--- config.mk ---
export PLATFORM = sky130hd
export DESIGN_NAME = tecmo_sdram_arbiter_flat
export DESIGN_NICKNAME = d
export VERILOG_FILES = /design/src/rtl/tecmo_sdram_arbiter_pkg.sv /design/src/rtl/tecmo_sdram_arbiter_if.sv /design/src/rtl/tecmo_sdram_arbiter_packer.sv /design/src/rtl/tecmo_sdram_arbiter.sv /design/src/flat_wrapper.sv
export SDC_FILE = /design/constraint.sdc
export NUM_CORES = 1
export LEC_CHECK = 0
export ABC_AREA = 1
export BUFFER_PORTS_ARGS = -buffer_cell sky130_fd_sc_hd__buf_2
export CAP_MARGIN = 5
export CORE_AREA = 2 2 184 96
export DETAILED_ROUTE_END_ITERATION = 8
export DIE_AREA = 0 0 186 98
export GPL_ROUTABILITY_DRIVEN = 0
export PLACE_DENSITY = 0.8
export SLEW_MARGIN = 20
export SYNTH_ARGS = -nofsm -noshare
export SYNTH_HDL_FRONTEND = slang
export SYNTH_SLANG_ARGS = --single-unit
--- constraint.sdc ---
create_clock -name clk -period 2 [get_ports clk]
set_input_delay 0.3 -clock clk [delete_from_list [all_inputs] [get_ports clk]]
set_output_delay 0.3 -clock clk [all_outputs]
set_load 0.02 [all_outputs]
--- src/rtl/tecmo_sdram_arbiter_pkg.sv ---
// Shared types and constants for the tecmo SDRAM arbiter slice.
package tecmo_sdram_pkg;

   localparam int SDRAM_ADDR_W = 23;
   localparam int SDRAM_DATA_W = 32;

   typedef enum logic [1:0] {
      IDLE       = 2'd0,
      WAIT_ACK   = 2'd1,
      WAIT_VALID = 2'd2
   } arb_state_t;

   // Width of a register able to hold a port index; never narrower than 1 bit.
   function automatic int port_idx_w(input int n);
      return (n <= 1) ? 1 : $clog2(n);
   endfunction

endpackage

--- src/rtl/tecmo_sdram_arbiter_if.sv ---
// SDRAM controller request/response bus. master = arbiter, slave = controller.
interface tecmo_sdram_arbiter_if
   import tecmo_sdram_pkg::*;
#(
   parameter int ADDR_W = SDRAM_ADDR_W,
   parameter int DATA_W = SDRAM_DATA_W
);
   logic [ADDR_W-1:0] sdram_addr;
   logic [DATA_W-1:0] sdram_data;
   logic              sdram_we;
   logic              sdram_req;
   logic              sdram_ack;
   logic              sdram_valid;
   logic [DATA_W-1:0] sdram_q;

   modport master (
      output sdram_addr, sdram_data, sdram_we, sdram_req,
      input  sdram_ack, sdram_valid, sdram_q
   );

   modport slave (
      input  sdram_addr, sdram_data, sdram_we, sdram_req,
      output sdram_ack, sdram_valid, sdram_q
   );
endinterface

--- src/rtl/tecmo_sdram_arbiter_packer.sv ---
// Download byte packer: assembles little-endian 32-bit words from ioctl bytes,
// holds one completed word for the arbiter, flags overrun when a completed
// word overwrites one that was never taken.
module tecmo_dl_packer
   import tecmo_sdram_pkg::*;
#(
   parameter int                ADDR_W  = SDRAM_ADDR_W,
   parameter int                DATA_W  = SDRAM_DATA_W,
   parameter logic [ADDR_W-1:0] DL_BASE = '0
) (
   input  logic              clk,
   input  logic              reset_n,
   input  logic              download,
   input  logic [19:0]       ioctl_addr,
   input  logic [7:0]        ioctl_data,
   input  logic              ioctl_wr,
   input  logic              pop,
   output logic              pend_valid,
   output logic [ADDR_W-1:0] pend_addr,
   output logic [DATA_W-1:0] pend_data,
   output logic              overrun
);

   logic [23:0]       low_bytes;
   logic              byte_wr;
   logic              word_done;
   logic [ADDR_W-1:0] word_addr;

   assign byte_wr   = ioctl_wr & download;
   assign word_done = byte_wr & (ioctl_addr[1:0] == 2'd3);
   assign word_addr = DL_BASE + ADDR_W'(ioctl_addr[19:2]);

   // Collect bytes 0..2 of the current word; a partial word is dropped when download falls.
   always_ff @(posedge clk or negedge reset_n) begin
      if (!reset_n) begin
         low_bytes <= '0;
      end else if (!download) begin
         low_bytes <= '0;
      end else if (byte_wr) begin
         case (ioctl_addr[1:0])
            2'd0:    low_bytes[7:0]   <= ioctl_data;
            2'd1:    low_bytes[15:8]  <= ioctl_data;
            2'd2:    low_bytes[23:16] <= ioctl_data;
            default: low_bytes        <= '0;
         endcase
      end
   end

   // Single pending slot; a word completing in the pop cycle refills it without overrun.
   always_ff @(posedge clk or negedge reset_n) begin
      if (!reset_n) begin
         pend_valid <= 1'b0;
         pend_addr  <= '0;
         pend_data  <= '0;
         overrun    <= 1'b0;
      end else if (word_done) begin
         pend_valid <= 1'b1;
         pend_addr  <= word_addr;
         pend_data  <= DATA_W'({ioctl_data, low_bytes});
         if (pend_valid && !pop) overrun <= 1'b1;
      end else if (pop) begin
         pend_valid <= 1'b0;
      end
   end

endmodule

--- src/rtl/tecmo_sdram_arbiter.sv ---
// Shares one SDRAM controller port between the ROM download writer and
// NUM_PORTS ROM read requesters, one transaction outstanding at a time.
// Build option: TECMO_SDRAM_ARB_RR_EN selects round-robin among ROM ports;
// otherwise the lowest-index requesting port wins.
module tecmo_sdram_arbiter
   import tecmo_sdram_pkg::*;
#(
   parameter int                NUM_PORTS = 4,
   parameter int                ADDR_W    = SDRAM_ADDR_W,
   parameter int                DATA_W    = SDRAM_DATA_W,
   parameter logic [ADDR_W-1:0] DL_BASE   = '0
) (
   input  logic                        clk,
   input  logic                        reset_n,
   input  logic                        download,
   input  logic [19:0]                 ioctl_addr,
   input  logic [7:0]                  ioctl_data,
   input  logic                        ioctl_wr,
   input  logic [NUM_PORTS-1:0]        rom_req,
   input  logic [NUM_PORTS*ADDR_W-1:0] rom_addr,
   output logic [NUM_PORTS-1:0]        rom_ack,
   output logic [NUM_PORTS-1:0]        rom_valid,
   output logic [DATA_W-1:0]           rom_q,
   tecmo_sdram_arbiter_if.master       sdram,
   output logic                        busy,
   output logic                        overrun
);

   localparam int          IDX_W = port_idx_w(NUM_PORTS);
   localparam int unsigned NP_U  = NUM_PORTS;

   arb_state_t        state;
   logic [IDX_W-1:0]  owner;
   logic [IDX_W-1:0]  sel_port;
   logic              sel_hit;
   logic              dl_pop;
   logic              dl_pend_valid;
   logic [ADDR_W-1:0] dl_pend_addr;
   logic [DATA_W-1:0] dl_pend_data;
   logic [ADDR_W-1:0] port_addr [NUM_PORTS];

   for (genvar g = 0; g < NUM_PORTS; g++) begin : g_addr
      assign port_addr[g] = rom_addr[g*ADDR_W +: ADDR_W];
   end

   tecmo_dl_packer #(
      .ADDR_W  (ADDR_W),
      .DATA_W  (DATA_W),
      .DL_BASE (DL_BASE)
   ) u_packer (
      .clk        (clk),
      .reset_n    (reset_n),
      .download   (download),
      .ioctl_addr (ioctl_addr),
      .ioctl_data (ioctl_data),
      .ioctl_wr   (ioctl_wr),
      .pop        (dl_pop),
      .pend_valid (dl_pend_valid),
      .pend_addr  (dl_pend_addr),
      .pend_data  (dl_pend_data),
      .overrun    (overrun)
   );

   assign dl_pop = (state == IDLE) && dl_pend_valid;
   assign busy   = (state != IDLE);

`ifdef TECMO_SDRAM_ARB_RR_EN
   logic [IDX_W-1:0] last_port;
   int unsigned      rr_idx;

   // Round-robin: first requester at or after the port following the last grant.
   always_comb begin
      sel_hit  = 1'b0;
      sel_port = '0;
      rr_idx   = 0;
      for (int unsigned k = 0; k < NP_U; k++) begin
         rr_idx = (32'(last_port) + 1 + k) % NP_U;
         if (!sel_hit && rom_req[rr_idx[IDX_W-1:0]]) begin
            sel_hit  = 1'b1;
            sel_port = rr_idx[IDX_W-1:0];
         end
      end
   end

   // Remember the most recently granted ROM port.
   always_ff @(posedge clk or negedge reset_n) begin
      if (!reset_n) begin
         last_port <= IDX_W'(NUM_PORTS - 1);
      end else if (state == IDLE && !dl_pend_valid && !download && sel_hit) begin
         last_port <= sel_port;
      end
   end
`else
   // Fixed priority: lowest requesting port index wins.
   always_comb begin
      sel_hit  = 1'b0;
      sel_port = '0;
      for (int unsigned k = 0; k < NP_U; k++) begin
         if (!sel_hit && rom_req[k[IDX_W-1:0]]) begin
            sel_hit  = 1'b1;
            sel_port = k[IDX_W-1:0];
         end
      end
   end
`endif

   // Transaction FSM: grant in IDLE, hold request until ack, route read data to the latched owner.
   always_ff @(posedge clk or negedge reset_n) begin
      if (!reset_n) begin
         state            <= IDLE;
         owner            <= '0;
         sdram.sdram_req  <= 1'b0;
         sdram.sdram_we   <= 1'b0;
         sdram.sdram_addr <= '0;
         sdram.sdram_data <= '0;
         rom_ack          <= '0;
         rom_valid        <= '0;
         rom_q            <= '0;
      end else begin
         rom_ack   <= '0;
         rom_valid <= '0;
         case (state)
            IDLE: begin
               if (dl_pend_valid) begin
                  sdram.sdram_req  <= 1'b1;
                  sdram.sdram_we   <= 1'b1;
                  sdram.sdram_addr <= dl_pend_addr;
                  sdram.sdram_data <= dl_pend_data;
                  state            <= WAIT_ACK;
               end else if (!download && sel_hit) begin
                  sdram.sdram_req  <= 1'b1;
                  sdram.sdram_we   <= 1'b0;
                  sdram.sdram_addr <= port_addr[sel_port];
                  owner            <= sel_port;
                  state            <= WAIT_ACK;
               end
            end
            WAIT_ACK: begin
               if (sdram.sdram_ack) begin
                  sdram.sdram_req <= 1'b0;
                  sdram.sdram_we  <= 1'b0;
                  if (sdram.sdram_we) begin
                     state <= IDLE;
                  end else begin
                     rom_ack[owner] <= 1'b1;
                     // Controller may return data in the ack cycle; finish the read here.
                     if (sdram.sdram_valid) begin
                        rom_valid[owner] <= 1'b1;
                        rom_q            <= sdram.sdram_q;
                        state            <= IDLE;
                     end else begin
                        state <= WAIT_VALID;
                     end
                  end
               end
            end
            WAIT_VALID: begin
               if (sdram.sdram_valid) begin
                  rom_valid[owner] <= 1'b1;
                  rom_q            <= sdram.sdram_q;
                  state            <= IDLE;
               end
            end
            default: state <= IDLE;
         endcase
      end
   end

endmodule
--- src/flat_wrapper.sv ---
// flat-port wrapper written by rule: the top's interface ports become plain ports
module tecmo_sdram_arbiter_flat import tecmo_sdram_pkg::*;
#(
   parameter int                NUM_PORTS = 4,
   parameter int                ADDR_W    = SDRAM_ADDR_W,
   parameter int                DATA_W    = SDRAM_DATA_W,
   parameter logic [ADDR_W-1:0] DL_BASE   = '0
)
  (clk, reset_n, download, ioctl_addr, ioctl_data, ioctl_wr, rom_req, rom_addr, rom_ack, rom_valid, rom_q, busy, overrun, sdram_sdram_addr, sdram_sdram_data, sdram_sdram_we, sdram_sdram_req, sdram_sdram_ack, sdram_sdram_valid, sdram_sdram_q);
  tecmo_sdram_arbiter_if #(.ADDR_W(ADDR_W), .DATA_W(DATA_W)) sdram_i ();
  input  logic clk;
  input  logic reset_n;
  input  logic download;
  input  logic [19:0] ioctl_addr;
  input  logic [7:0] ioctl_data;
  input  logic ioctl_wr;
  input  logic [NUM_PORTS-1:0] rom_req;
  input  logic [NUM_PORTS*ADDR_W-1:0] rom_addr;
  output logic [NUM_PORTS-1:0] rom_ack;
  output logic [NUM_PORTS-1:0] rom_valid;
  output logic [DATA_W-1:0] rom_q;
  output logic busy;
  output logic overrun;
  output wire logic [$bits(sdram_i.sdram_addr)-1:0] sdram_sdram_addr;
  output wire logic [$bits(sdram_i.sdram_data)-1:0] sdram_sdram_data;
  output wire logic [$bits(sdram_i.sdram_we)-1:0] sdram_sdram_we;
  output wire logic [$bits(sdram_i.sdram_req)-1:0] sdram_sdram_req;
  input wire logic [$bits(sdram_i.sdram_ack)-1:0] sdram_sdram_ack;
  input wire logic [$bits(sdram_i.sdram_valid)-1:0] sdram_sdram_valid;
  input wire logic [$bits(sdram_i.sdram_q)-1:0] sdram_sdram_q;
  assign sdram_sdram_addr = sdram_i.sdram_addr;
  assign sdram_sdram_data = sdram_i.sdram_data;
  assign sdram_sdram_we = sdram_i.sdram_we;
  assign sdram_sdram_req = sdram_i.sdram_req;
  assign sdram_i.sdram_ack = sdram_sdram_ack;
  assign sdram_i.sdram_valid = sdram_sdram_valid;
  assign sdram_i.sdram_q = sdram_sdram_q;
  tecmo_sdram_arbiter #(.NUM_PORTS(NUM_PORTS), .ADDR_W(ADDR_W), .DATA_W(DATA_W), .DL_BASE(DL_BASE)) u_core (.clk(clk), .reset_n(reset_n), .download(download), .ioctl_addr(ioctl_addr), .ioctl_data(ioctl_data), .ioctl_wr(ioctl_wr), .rom_req(rom_req), .rom_addr(rom_addr), .rom_ack(rom_ack), .rom_valid(rom_valid), .rom_q(rom_q), .sdram(sdram_i), .busy(busy), .overrun(overrun));
endmodule
# --- Yosys cells after proc, flatten, opt, wreduce, memory -nomap -nowiden ---
# Index checks and enable logic that the tools add are counted.
totals:
  in_bits: 162
  reg_bits: 177
classes:
  magnitude_cmp: 3
  muxes: 46
  bitwise: 4
  eq_ne: 13
  n_reduce_logical: 32
ops:
  columns: ["op", "count"]
  rows:
  - ["32-bit two-way mux", 3]
  - ["23-bit two-way mux", 4]
  - ["32-bit one-hot mux with 2 select lines", 1]
  - ["24-bit two-way mux", 2]
  - ["8-bit one-hot mux with 2 select lines", 3]
  - ["23-bit binary-select mux with 2-bit select", 1]
  - ["4-bit two-way mux", 6]
  - ["2-bit two-way mux", 8]
  - ["1-bit two-way mux", 13]
  - ["2-bit inequality test (second input constant)", 6]
  - ["2-bit AND reduction", 6]
  - ["3-bit AND reduction", 4]
  - ["2-bit nonzero test", 5]
  - ["4-bit one-hot mux with 2 select lines", 1]
  - ["1-bit logical AND", 7]
  - ["2-bit equality test (second input constant)", 3]
  - ["2-bit one-hot mux with 3 select lines", 1]
  - ["2-bit OR reduction", 3]
  - ["1-bit logical NOT", 5]
  - ["2-bit by 1-bit equality test with 1-bit output (second input constant)", 2]
  - ["2-bit logical NOT", 2]
  - ["1-bit one-hot mux with 2 select lines", 2]
  - ["3-bit >= comparator (second input constant)", 1]
  - ["2-bit by 3-bit less-than comparator with 1-bit output (second input constant)", 1]
  - ["7 further kinds", 8]

# --- Logic depth before layout (Yosys ltp) ---
# Gate-level depths: netlist of run 1.
logic_depth:
  word_depth: 16
  depth_mapped: 10

# --- Hierarchy ---
# A second synthesis of run 1 with hierarchy kept.
hier_totals:
  hier_cells: 1156
  area_unflattened_um2: 8849.7
by_module_without_submodules:
  columns: ["module", "n_inst", "cells_per_inst", "seq_area_each_um2", "area_each_um2"]
  rows:
  - ["tecmo_sdram_arbiter", 1, 776, 2527.4, 5408.9]
  - ["tecmo_dl_packer", 1, 380, 1901.8, 3440.8]

# --- Least setup slack after synthesis of run 1 ---
# Ideal clock, no wire load.
synth_timing:
  kind: "flip-flop to flip-flop"
  from: "reg u_core.state[0]"
  to: "reg u_core.sdram.sdram_addr[12]"
  setup_slack_ns: 0.494
  setup_ns: 0.116
  path_stages_with_launch: 11
  t_arrival_ns: 1.389
  synth_period_minus_slack_ns: 1.506
  required_ns: 1.884
  cell_sequence: "dfrtp_1 > inv_1 > ha_1 > buf_4 > inv_1 > nor2_1 > nand2_2 > buf_4 > nand2_1 > nand2_1 > nand2_1"
synth_via:
  elab_chain_cells: 2
synth_lines:
  columns: ["item", "line_no", "text"]
  rows:
  - ["from (decl)", "tecmo_sdram_arbiter.sv:32", "arb_state_t state;"]
  - ["from (signal assigned)", "tecmo_sdram_arbiter.sv:110", "state <= IDLE;"]
  - ["from (signal assigned)", "tecmo_sdram_arbiter.sv:129", "state <= WAIT_ACK;"]
  - ["from (signal assigned)", "tecmo_sdram_arbiter.sv:135", "state <= WAIT_ACK;"]
  - ["2-bit logical NOT", "tecmo_sdram_arbiter.sv:122", "case (state)"]
  - ["2-bit AND reduction (no source line)", null, null]
  - ["to (signal assigned)", "tecmo_sdram_arbiter.sv:127", "sdram.sdram_addr <= dl_pend_addr;"]
  - ["to (signal assigned)", "tecmo_sdram_arbiter.sv:133", "sdram.sdram_addr <= port_addr[sel_port];"]
  - ["to (decl)", "tecmo_sdram_arbiter_if.sv:17", "output sdram_addr, sdram_data, sdram_we, sdram_req,"]
# No other way between the ends.
# A chain may end at the register's enable or synchronous reset.

# --- Final worst setup path of run 1 ---
layout_timing:
  from: "reg u_core.state[1]"
  to: "out busy"
layout_via:
  elab_chain_cells: 1
layout_lines:
  columns: ["item", "line_no", "text"]
  rows:
  - ["2-bit nonzero test", "tecmo_sdram_arbiter.sv:65", "assign busy = (state != IDLE);"]
  - ["to (decl)", "flat_wrapper.sv:22", "output logic busy;"]
# No other way between the ends.

==> results.sh, run 1 <==
export IMPL_syn_num_nets=1216
export IMPL_cp_common_cell="inv_1"
export IMPL_relSlewSlack_pct=60.32
export IMPL_hold_viol=0
export IMPL_p_seq_share_pct=39.8
export IMPL_antenna_cells=0
export IMPL_p_int_mw=7.782
export IMPL_start_kind="flop"
export IMPL_setup_tns_ns=0
export IMPL_start_util_pct=50.30
export IMPL_fill_cells=1488
export IMPL_cts_tree="done"
export IMPL_std_cell_rows=34
export IMPL_critPathRequiredTime_ns=1.70
export IMPL_synth_top_area_cell="dfrtp_1"
export IMPL_antenna_found_initial=0
export IMPL_final_util_pct=62.58
export IMPL_grtUsageTotal_pct=24.85
export IMPL_worst_pin_slew_ns=0.5913
export IMPL_power_switching_mw=5.146
export IMPL_synth_cells=1047
export IMPL_sw_frac_of_total_pct=39.81
export IMPL_hold_path_class="input pin to flop"
export IMPL_final_nets=1464
export IMPL_clk_pin_slew_ns=0.08
export IMPL_synth_top_cell_area_share_pct=52.41
export IMPL_p_per_area_mw_per_mm2=1229
export IMPL_routed_wl_um=22230
export IMPL_netlist_area_mm2=0.008452
export IMPL_drc=0
export IMPL_endpoint_kind="output port"
export IMPL_vias_per_cell=4.855
export IMPL_first_pass_iters=5
export IMPL_power_leakage_nw=6.198
export IMPL_cp_data_arrival_time_ns=1.52
export IMPL_comb_power_share_pct=35.5
export IMPL_avgSynthCellArea_um2=8.072
export IMPL_fin_crit_ns=1.818
export IMPL_dr_first_iter_drc_count=548
export IMPL_clockBufferDepth=2
export IMPL_die_area_mm2=0.01823
export IMPL_post_cts_buffers=0
export IMPL_slowest_stage="dfrtp_1"
export IMPL_cts_sinks=177
export IMPL_grt_pass1_vias=7113
export IMPL_ys_top_cells_by_area="dfrtp_1, nand2_1, inv_1"
export IMPL_slowest_delay_ns=0.40
export IMPL_status="finished, final reports clean"
export IMPL_p_clk_share_pct=24.8
export IMPL_die_w_um=186
export IMPL_setup_viol=0
export IMPL_port_buffers=260
export IMPL_wl_per_cell_um=14.42
export IMPL_grt_start_max_net_pins=53
export IMPL_cap_violations=0
export IMPL_yosys_warnings=0
export IMPL_grt_pass1_wl_um=35910
export IMPL_core_area_mm2=0.01680
export IMPL_crit_family="buffers and inverters"
export IMPL_numCtsBuffers=17
export IMPL_slew_viol_final=0
export IMPL_boundaryPins=261
export IMPL_crit_type="flop to output port"
export IMPL_post_route_period_util_pct=90.88
export IMPL_fin_skew_ns=0.01482
export IMPL_vdd_ir_drop_max_mv=0.7124
export IMPL_crit_chain="inv_1 > ha_2 > inv_1 > buf_2"
export IMPL_fmax_mhz=550.2
export IMPL_post_dp_hpwl_um=16430
export IMPL_antenna_left=0
export IMPL_num_vias=7487
export IMPL_seq_area_frac_synth_pct=52.41
export IMPL_grt_setup_unrepaired="no"
export IMPL_ys_seq_elements=177
export IMPL_whs_ns=0.07278
export IMPL_drive_above_1_share_pct=28.13
export IMPL_crit_path_max_fanout=8
export IMPL_root_buffer="clkbuf_16"
export IMPL_htreeDepth=4
export IMPL_die_h_um=98
export IMPL_clock_latency_ns=0.42
export IMPL_gr_total_overflow=0
export IMPL_critPathBufInv=3
export IMPL_syn_to_final_growth_pct=24.41
export IMPL_ys_types=32
per-layer routing:
metal	GRT usage (%)	wire length [um]	part of all wire (%)
met5	0	0	0
met4	4.603	143	0.64
met1	37.40	10730	48
met3	5.781	1725	7.8
met2	37.12	9632	43
kinds of logic after synthesis:
logic type | count (synthesis) | synth area share, %
simple gates | 525 | 26.26
buf+inv | 227 | 11.78
flops | 177 | 52.41
fa+ha+maj | 7 | 1.036
compound gates | 111 | 8.512
synthesized netlist by cell type:
library cell / count
a21oi_1: 1
a31o_2: 1
buf_1: 1
buf_12: 1
buf_2: 24
buf_4: 8
buf_6: 9
clkbuf_1: 7
clkinv_1: 1
dfrtp_1: 177
ha_1: 7
inv_1: 171
inv_2: 5
nand2_1: 377
nand2_2: 7
nand2_4: 3
nand3_1: 117
nand3_2: 1
nand3_4: 1
nand4_1: 4
nor2_1: 6
nor2_2: 1
nor2_4: 1
nor3_1: 4
nor3_4: 1
o211ai_1: 4
o21ai_0: 54
o21ai_1: 9
o21ai_2: 33
o22ai_1: 8
o31ai_4: 1
or2_2: 2
worst paths after layout:
path,end,slack [ns],start,depth (start not counted)
setup / recovery,busy,0.18,u_core.state[1],4
hold / removal,u_core.u_packer.pend_addr[2],0.07,ioctl_addr[4],3
setup reg to reg,u_core.sdram.sdram_addr[16],0.30,u_core.state[1],8
hold reg to reg,u_core.sdram.sdram_data[9],0.47,u_core.u_packer.pend_data[9],2
max in group asynchronous,u_core.u_packer.pend_data[25],0.92,reset_n,3
min in group asynchronous,u_core.sdram.sdram_addr[20],0.43,reset_n,2
worst min-delay path: stages:
cell and delay [ns]:
buf_2 0.08, nand2_1 0.04, nand2_1 0.05
what timing repair did:
item | in CTS | in global routing
hold buffers | 1 | 0
endpoints found under the setup margin | 0 | 1
hold endpoints to repair | 47 | 0
resized for setup | 0 | 1
power groups by stage:
stage	combinational, mW	sequential, mW	clock, mW
6_report	4.58	5.14	3.20
3_3_place_gp	4.49	5.15	0
5_1_grt	5.06	5.26	3.41
4_1_cts	4.62	5.13	3.25
3_5_place_dp	4.63	5.16	0
2_1_floorplan	2.05	6.09	0
flip-flops by register name (all words and copies together), names as in the netlist:
| register | flops |
|---|---|
| u_core.rom_q | 32 |
| u_core.sdram.sdram_data | 32 |
| u_core.u_packer.pend_data | 32 |
| u_core.u_packer.low_bytes | 24 |
| u_core.sdram.sdram_addr | 23 |
| u_core.u_packer.pend_addr | 18 |
| u_core.rom_ack | 4 |
| u_core.rom_valid | 4 |
| u_core.owner | 2 |
| u_core.state | 2 |
| u_core.sdram.sdram_req | 1 |
| u_core.sdram.sdram_we | 1 |
| u_core.u_packer.overrun | 1 |
| u_core.u_packer.pend_valid | 1 |
final cells by class:
type | instances | area [um^2] | share of cell area, %
repair buffers | 279 | 1528 | 14.53
multi-input cells | 643 | 3034 | 28.86
well taps | 234 | 292.8 | 2.784
flip-flops and latches | 177 | 4429 | 42.12
inverters | 177 | 664.4 | 6.318
clock inverters | 14 | 137.6 | 1.309
clock buffers | 18 | 429.2 | 4.081
placed cells by master, fill, tap and decap left out, types with 3 or more instances in the layout:
cell       instances
clkbuf_16         17
nor2_1             6
o22ai_1            8
clkinv_4           3
o211ai_1           4
nand2_2            7
nand2_1          377
buf_2            259
nor3_1             4
nand3_1          116
buf_4             12
o21ai_1            9
o21ai_2           33
inv_1            171
inv_8              4
buf_12             6
dfrtp_1          177
ha_1               6
inv_6              4
nand4_1            4
nand2_4            3
o21ai_0           54
inv_2              5
metrics by stage:
stage / cells / power [mW] / setup slack [ns] / cell area, um^2
after floorplan: 1047 / 8.136 / 0.4944 / 8452
after global placement: 1509 / 9.645 / 0.3330 / 9936
after detailed placement: 1509 / 9.786 / 0.2264 / 9936
after CTS: 1542 / 13.01 / 0.06037 / 10510
after global routing: 1542 / 13.73 / 0.09319 / 10520
final: 1542 / 12.93 / 0.1824 / 10520
Power figures use the tool's default switching activity.
==> run 2: changes to the inputs <==
--- a/config.mk
+++ b/config.mk
@@ -12,7 +12,7 @@
 export DETAILED_ROUTE_END_ITERATION = 8
 export DIE_AREA = 0 0 186 98
 export GPL_ROUTABILITY_DRIVEN = 0
-export PLACE_DENSITY = 0.8
+export PLACE_DENSITY_LB_ADDON = 0.25
 export SLEW_MARGIN = 20
 export SYNTH_ARGS = -nofsm -noshare
 export SYNTH_HDL_FRONTEND = slang
==> run 2 against run 1 <==
First-iteration DRC count decreased by 14%. Combinational power about the same. Wire length decreased by 0.88%. Sequential power down 0.8%. Total power increased by 0.47%. Maximum frequency is 3.3% lower. Global-route usage hardly changed. Critical path type unchanged. Largest power group unchanged.
==> results.sh, run 2 (same netlist as run 1, synthesis figures left out) <==
export IMPL_final_nets=1472
export IMPL_setup_ws_ns=0.1195
export IMPL_cts_tree="done"
export IMPL_slowest_delay_ns=0.40
export IMPL_root_buffer="clkbuf_16"
export IMPL_grt_setup_unrepaired="no"
export IMPL_start_kind="flop"
export IMPL_critPathRequiredTime_ns=1.70
export IMPL_die_w_um=186
export IMPL_cp_common_cell="inv_1"
export IMPL_drc=0
export IMPL_post_route_period_util_pct=94.02
export IMPL_std_cell_rows=34
export IMPL_grt_pass1_vias=6986
export IMPL_antenna_left=0
export IMPL_multi_input_area_mm2=0.003037
export IMPL_crit_path_max_fanout=8
export IMPL_first_pass_iters=5
export IMPL_fill_cells=1495
export IMPL_grt_start_max_net_pins=56
export IMPL_hold_path_class="input pin to flop"
export IMPL_clock_latency_ns=0.43
export IMPL_cp_data_arrival_time_ns=1.58
export IMPL_clk_pin_slew_ns=0.07
export IMPL_crit_chain="inv_1 > ha_1 > inv_1 > buf_2"
export IMPL_hold_viol=0
export IMPL_numCtsBuffers=17
export IMPL_syn_to_final_growth_pct=25.11
export IMPL_slowest_stage="dfrtp_1"
export IMPL_drive_above_1_share_pct=28.57
export IMPL_boundaryPins=261
export IMPL_port_buffers=260
export IMPL_post_dp_hpwl_um=16350
export IMPL_clockBufferDepth=2
export IMPL_gr_total_overflow=0
export IMPL_final_util_pct=62.93
export IMPL_grtUsageTotal_pct=24.82
export IMPL_antenna_found_initial=0
export IMPL_fmax_mhz=531.8
export IMPL_cts_sinks=177
export IMPL_slew_viol_final=0
export IMPL_worst_pin_slew_ns=0.5549
export IMPL_antenna_cells=0
export IMPL_fin_skew_ns=0.01405
export IMPL_power_leakage_nw=6.241
export IMPL_post_cts_buffers=0
export IMPL_p_per_area_mw_per_mm2=1228
export IMPL_place_area_mm2=0.009958
export IMPL_final_cell_mix="nand2_1, buf_2, dfrtp_1"
export IMPL_wl_per_cell_um=14.22
export IMPL_setup_viol=0
export IMPL_fin_area_mm2=0.01057
export IMPL_routed_wl_um=22040
export IMPL_crit_type="flop to output port"
export IMPL_critPathBufInv=3
export IMPL_dp_slack_ns=0.1776
export IMPL_num_vias=7412
export IMPL_vdd_ir_drop_max_mv=0.5970
export IMPL_die_area_mm2=0.01823
export IMPL_dpl_cell_count=1517
export IMPL_reg_top3="u_core.rom_q (32), u_core.sdram.sdram_data (32), u_core.u_packer.pend_data (32)"
export IMPL_final_cells=1550
export IMPL_core_area_mm2=0.01680
export IMPL_start_util_pct=50.30
export IMPL_grt_pass1_wl_um=35490
export IMPL_die_h_um=98
export IMPL_seqCellArea_mm2=0.004429
export IMPL_crit_family="buffers and inverters"
export IMPL_dr_first_iter_drc_count=472
export IMPL_vias_per_cell=4.782
export IMPL_fin_crit_ns=1.880
export IMPL_cap_violations=0
export IMPL_status="finished, final reports clean"
export IMPL_htreeDepth=4
export IMPL_setup_tns_ns=0
export IMPL_final_common_cell="nand2_1"
export IMPL_relSlewSlack_pct=63.01
export IMPL_endpoint_kind="output port"
-- run 2: changes by cell type in the layout (fill, tap and decap cells not counted), sizes merged --
cell,before,now
bufinv,0,1
clkbuf,18,19
buf,278,286
inv,184,182
-- run 2: where the power goes --
part           internal, mW  switching [mW]
combinational          1.54            3.01
sequential             4.56           0.543
clock                  1.83            1.49
total                  7.94            5.05
-- run 2: metrics by stage --
step	hold slack [ns]	power, mW
global placement	0.2971	9.624
CTS	0.05776	13.10
global route	0.06264	13.82
detailed placement	0.3092	9.739
floorplan	0.004409	8.136
finish	0.06844	12.99
-- run 2: area by class of cell --
| cell class | instances | area share (%) |
|---|---|---|
| Clock inverter | 13 | 1.361 |
| Tap cell | 234 | 2.769 |
| Sequential cell | 177 | 41.89 |
| Multi-Input combinational cell | 643 | 28.72 |
| Timing Repair Buffer | 287 | 14.70 |
| Inverter | 177 | 6.283 |
| Clock buffer | 19 | 4.284 |
-- run 2: final timing paths --
| check | endpoint | depth (start not counted) | from | slack [ns] |
|---|---|---|---|---|
| min reg2reg | u_core.sdram.sdram_data[8] | 2 | u_core.u_packer.pend_data[8] | 0.47 |
| min | u_core.u_packer.pend_addr[16] | 3 | ioctl_addr[18] | 0.07 |
| max in group asynchronous | u_core.u_packer.pend_data[2] | 3 | reset_n | 0.87 |
| max reg2reg | u_core.rom_q[14] | 10 | u_core.state[1] | 0.22 |
| max | busy | 4 | u_core.state[0] | 0.12 |
| min in group asynchronous | u_core.sdram.sdram_addr[20] | 2 | reset_n | 0.40 |
-- run 2: tightest hold or removal path: cells and delay by family --
family,cells,cell delay [ns]
AND/OR/NAND/NOR,2,0.08
buffers and inverters,1,0.08
-- run 2: what timing repair did --
item,in CTS,in global routing
endpoints found under the setup margin,0,4
gates resized for setup,0,2
hold endpoints to repair,49,0
hold buffers,1,0
-- run 2: per-layer routing --
| metal | vias to the layer above | share of wire, % | GRT usage [%] |
|---|---|---|---|
| li1 | 3727 | - | - |
| met4 | 0 | 0.75 | 5.330 |
| met2 | 196 | 45 | 38.15 |
| met5 | - | 0 | 0 |
| met1 | 3474 | 49 | 36.79 |
| met3 | 15 | 5.1 | 4.849 |
